### src/rtl/rx_inst_loader.sv
// UART byte -> instruction loader. Received bytes are queued in a small FIFO and
// issued one at a time as instruction words, with a fixed idle gap after each issue.
module rx_inst_loader #(
  parameter int unsigned FIFO_DEPTH = 4,
  parameter int unsigned GAP_CYCLES = 131072
) (
  input  logic                          clk,
  input  logic                          rst_n,
  input  logic [7:0]                    i_rx_data,
  input  logic                          i_rx_valid,
  input  logic                          i_seq_busy,
  input  logic                          i_flush,
  output logic [7:0]                    o_inst,
  output logic                          o_inst_valid,
  output logic [$clog2(FIFO_DEPTH):0]   o_count,
  output logic                          o_overflow
);

  localparam int unsigned AW = $clog2(FIFO_DEPTH);
  localparam int unsigned CW = $clog2(GAP_CYCLES + 1);
  localparam logic [CW-1:0] GapLast = CW'(GAP_CYCLES - 1);
  localparam logic [AW:0]   Depth   = (AW + 1)'(FIFO_DEPTH);

  typedef enum logic [1:0] {StIdle, StIssue, StGap} state_e;

  state_e          state_q, state_d;
  logic [CW-1:0]   gap_q, gap_d;
  logic [AW:0]     wptr_q, rptr_q, count;
  logic [7:0]      mem_q [FIFO_DEPTH];
  logic [7:0]      inst_q, inst_d;
  logic            ovf_q, ovf_d;
  logic            full, empty, push, pop, drop;

  // Pointers carry one extra bit so full and empty differ when the indices match.
  assign count = wptr_q - rptr_q;
  assign full  = (count == Depth);
  assign empty = (count == '0);
  // A same-cycle pop frees a slot, so a byte arriving on a full FIFO is still taken.
  assign push  = i_rx_valid & ~i_flush & (~full | pop);
  assign drop  = i_rx_valid & ~i_flush & full & ~pop;

  // FSM state and gap counter registers
  always_ff @(posedge clk or negedge rst_n) begin
    if (!rst_n) begin
      state_q <= StIdle;
      gap_q   <= '0;
    end else begin
      state_q <= state_d;
      gap_q   <= gap_d;
    end
  end

  // Next-state: issue when work is pending and the sequencer is free, then wait out the gap
  always_comb begin
    state_d = state_q;
    gap_d   = gap_q;
    case (state_q)
      StIdle: begin
        if (!empty && !i_seq_busy) state_d = StIssue;
      end
      StIssue: begin
        state_d = StGap;
        gap_d   = '0;
      end
      StGap: begin
        if (gap_q == GapLast) begin
          state_d = StIdle;
          gap_d   = '0;
        end else begin
          gap_d = gap_q + 1'b1;
        end
      end
      default: state_d = StIdle;
    endcase
    // Flush wins over everything; a pulse already in ISSUE still goes out this cycle.
    if (i_flush) begin
      state_d = StIdle;
      gap_d   = '0;
    end
  end

  // Outputs: the issue pulse is a decode of the registered state
  always_comb begin
    pop          = (state_q == StIssue);
    o_inst_valid = pop;
    o_inst       = inst_q;
    o_count      = count;
    o_overflow   = ovf_q;
  end

  // Datapath next-state: latch the head word as the FSM heads into ISSUE
  always_comb begin
    inst_d = inst_q;
    if (state_q == StIdle && state_d == StIssue) inst_d = mem_q[rptr_q[AW-1:0]];
    ovf_d = i_flush ? 1'b0 : (ovf_q | drop);
  end

  // FIFO pointers, issued word and sticky overflow
  always_ff @(posedge clk or negedge rst_n) begin
    if (!rst_n) begin
      wptr_q <= '0;
      rptr_q <= '0;
      inst_q <= 8'h00;
      ovf_q  <= 1'b0;
    end else begin
      inst_q <= inst_d;
      ovf_q  <= ovf_d;
      if (i_flush) begin
        wptr_q <= '0;
        rptr_q <= '0;
      end else begin
        if (push) wptr_q <= wptr_q + 1'b1;
        if (pop)  rptr_q <= rptr_q + 1'b1;
      end
    end
  end

  // FIFO storage; contents need no reset since the pointers define validity
  always_ff @(posedge clk) begin
    if (push) mem_q[wptr_q[AW-1:0]] <= i_rx_data;
  end

endmodule

### config.mk
export PLATFORM = sky130hd
export DESIGN_NAME = rx_inst_loader
export DESIGN_NICKNAME = d
export VERILOG_FILES = /design/src/rtl/rx_inst_loader.sv
export SDC_FILE = /design/constraint.sdc
export NUM_CORES = 1
export LEC_CHECK = 0
export ABC_AREA = 1
export CORE_AREA = 2 2 106 108
export CTS_CLUSTER_DIAMETER = 80
export DETAILED_ROUTE_END_ITERATION = 8
export DIE_AREA = 0 0 108 110
export PLACE_DENSITY_LB_ADDON = 0.1
export SLEW_MARGIN = 25
export SYNTH_ARGS = -nofsm -noshare
export SYNTH_HDL_FRONTEND = slang
export SYNTH_SLANG_ARGS = --single-unit
### constraint.sdc
create_clock -name clk -period 2.1 [get_ports clk]
set_input_delay 0.42 -clock clk [delete_from_list [all_inputs] [get_ports clk]]
set_output_delay 0.42 -clock clk [all_outputs]
set_load 0.02 [all_outputs]
==> flow_metrics.env <==
export IMPL_max_freq_mhz=468.7
export IMPL_fp_dieH_um=110
export IMPL_cts_tree="done"
export IMPL_postCtsHoldBufs=0
export IMPL_start_util_pct=29.56
export IMPL_ios=26
export IMPL_p_leak_uw=0.001739
export IMPL_num_vias=2309
export IMPL_synthTopCellsByCount="70 x nand2_1, 50 x nor2_1, 39 x inv_1"
export IMPL_placedCellCount=510
export IMPL_synth_top_area_share_pct=30.39
export IMPL_synth_ff_type="dfrtp_1"
export IMPL_min_period_ns=2.134
export IMPL_hold_viol=0
export IMPL_fin_cells=530
export IMPL_relSlewSlack_pct=66.96
export IMPL_ys_warn_count=0
export IMPL_power_density_nw_per_um2=897.8
export IMPL_grtUsageMet3_pct=3.351
export IMPL_fillers=1104
export IMPL_rows=38
export IMPL_area_growth_pct=25.96
export IMPL_drc=0
export IMPL_cp_start_kind="flip-flop"
export IMPL_grt_busiest_layer="met2"
export IMPL_grt_ovfl_total=0
export IMPL_fin_util_pct=37.23
export IMPL_clk_pin_slew_ns=0.09
export IMPL_synth_area_per_cell_um2=9.552
export IMPL_yosysSeqAreaShare_pct=58.09
export IMPL_cp_end_kind="primary output"
export IMPL_final_antenna_net_count=0
export IMPL_globalRouteTotalUtil_pct=13.17
export IMPL_syn_cell_area_um2=3162
export IMPL_slew_violations=0
export IMPL_rsz0062_at_grt="true"
export IMPL_cts_max_level=3
export IMPL_die_area_um2=11880
export IMPL_cp_data_required_time_ns=1.68
export IMPL_status="finished, violations left"
export IMPL_clock_root_buffer="clkbuf_8"
export IMPL_multiInputGateArea_um2=1190
export IMPL_yosysTopAreaCell="edfxtp_1"
export IMPL_ys_ff_latch=67
export IMPL_tns_ns=-0.03377
export IMPL_synth_edf_count=32
export IMPL_synth_nets=352
export IMPL_synthArstFlopShare_pct=52.24
export IMPL_drt_total_wl_um=6903
export IMPL_setup_viol=1
export IMPL_routed_via_density=4.357
export IMPL_vdd_drop_max_mv=0.3733
export IMPL_ys_types=27
export IMPL_antenna_found_initial=0
export IMPL_grt_first_pass_wirelength_um=12010
export IMPL_die_w_um=108
export IMPL_maxCapViolations=0
export IMPL_n_antenna_cell=0
export IMPL_violations="setup timing"
export IMPL_clkLatencyLatePin_ns=0.35
export IMPL_tightest_slew_ns=0.4951
export IMPL_ff_latch_area_um2=1837
export IMPL_wl_per_cell_um=13.02
export IMPL_min_path_type="primary input to asynchronous set/reset pin"
export IMPL_drtIter0Drc=111
export IMPL_critPathMaxFanout=2
export IMPL_dp_hpwl_um=5055
export IMPL_use_met2_pct=22.10
export IMPL_numPortBuffers=25
export IMPL_syn_inst=331
export IMPL_synthTopCellsByArea="edfxtp_1 30%, dfrtp_1 28%, nand2_1 8.3%"
export IMPL_path_class="flip-flop to primary output"
export IMPL_fin_ws_ns=-0.03377
export IMPL_clock_sinks=67
export IMPL_drtPass1Iterations=4
export IMPL_post_route_period_util_pct=101.6
export IMPL_skew_ns=0.01171
export IMPL_grtUsageMet1_pct=16.26
export IMPL_grt_pass1_vias=2424
export IMPL_drive_gt1_share_pct=17.69
export IMPL_cp_arrival_ns=1.71
export IMPL_yosysMostFrequentCell="nand2_1"
export IMPL_core_um2=10700
export IMPL_cts_made_buffers=9
export IMPL_cts_path_max_buffers=2
export IMPL_place_congestion=0.7917
export IMPL_nNetsFinal=406
export IMPL_grt_max_degree=36
## cell families after synthesis
kind of cell    after synthesis  share of synthesized area, %
buf+inv                      45                         5.777
flops                        67                         58.09
xor+xnor                     10                         2.770
simple gates                163                         23.62
fa+ha+maj                     8                         3.403
compound gates               38                         6.331
## critical path: stages, from the launching register on
cell and delay [ns]:
dfrtp_1 0.42, ha_4 0.17, fa_2 0.54, buf_6 0.10
inv_2 0.03, buf_6 0.11
## area by class of cell
cell class	instances	share of cell area (%)
multi-input cells	219	29.88
flip-flops and latches	67	46.12
well taps	140	4.398
clock buffers	9	3.110
inverters	41	3.927
repair buffers	47	10.49
clock inverters	7	2.074
## routing by layer
metal / part of all wire (%) / wire [um]
met1: 46 / 3181
met2: 50 / 3427
met3: 2.5 / 176
met4: 1.7 / 117
met5: 0 / 0
## placed cells by master, fill, tap and decap left out, drive strengths merged, types with 3 or more instances in the layout
cell type / synthesis / routed
clkinv: 0 / 3
xnor2: 5 / 5
nand4: 5 / 5
a21oi: 3 / 3
dfrtp: 35 / 35
nand3: 25 / 25
nand2: 76 / 76
o22ai: 8 / 8
nor2: 55 / 55
o21ai: 27 / 27
xor2: 5 / 5
inv: 41 / 44
buf: 4 / 25
edfxtp: 32 / 32
clkbuf: 0 / 9
ha: 7 / 7
clkdlybuf4s50: 0 / 20
## worst paths after layout
kind | start | end | slack, ns | cells past startpoint
worst max-delay path | rptr_q[0] | o_count[1] | -0.03 | 5
worst max register to register | wptr_q[0] | mem_q[3][3] | 0.16 | 8
max in group asynchronous | rst_n | state_q[0] | 1.65 | 2
min in group clk | o_inst[5] | o_inst[5] | 0.48 | 2
worst min-delay path | rst_n | gap_q[8] | 0.11 | 2
worst min register to register | o_inst[5] | o_inst[5] | 0.48 | 2
## what timing repair did
| item | 4_1_cts | 5_1_grt |
|---|---|---|
| gates resized for setup | 25 | 6 |
| pin swaps | 2 | 3 |
| setup endpoints to repair | 35 | 11 |
| endpoints found under the hold margin | 0 | 0 |
| setup buffers | 1 | 3 |
## per-stage QoR
stage                     hold slack [ns]  area, um^2  setup slack, ns  total power, uW
after floorplan                    0.1244        3162          -0.1263             2046
after global placement             0.4591        3691          -0.1687             2444
after detailed placement           0.4628        3691          -0.2411             2444
after CTS                          0.1170        3945          -0.1120             3607
after global routing               0.1270        3983         -0.08777             3791
final                              0.1086        3983         -0.03377             3575
## registers in the layout, indices dropped and copies added, names as in the netlist
register	flops
o_inst	8
o_overflow	1
gap_q	18
mem_q	32
rptr_q	3
state_q	2
wptr_q	3
## where the power goes
part / total, uW / switching (uW) / internal [uW]
clock network: 1130 / 564 / 567
registers: 1570 / 76.0 / 1490
logic: 874 / 495 / 380
total: 3580 / 1130 / 2440
Power figures use the tool's default switching activity.
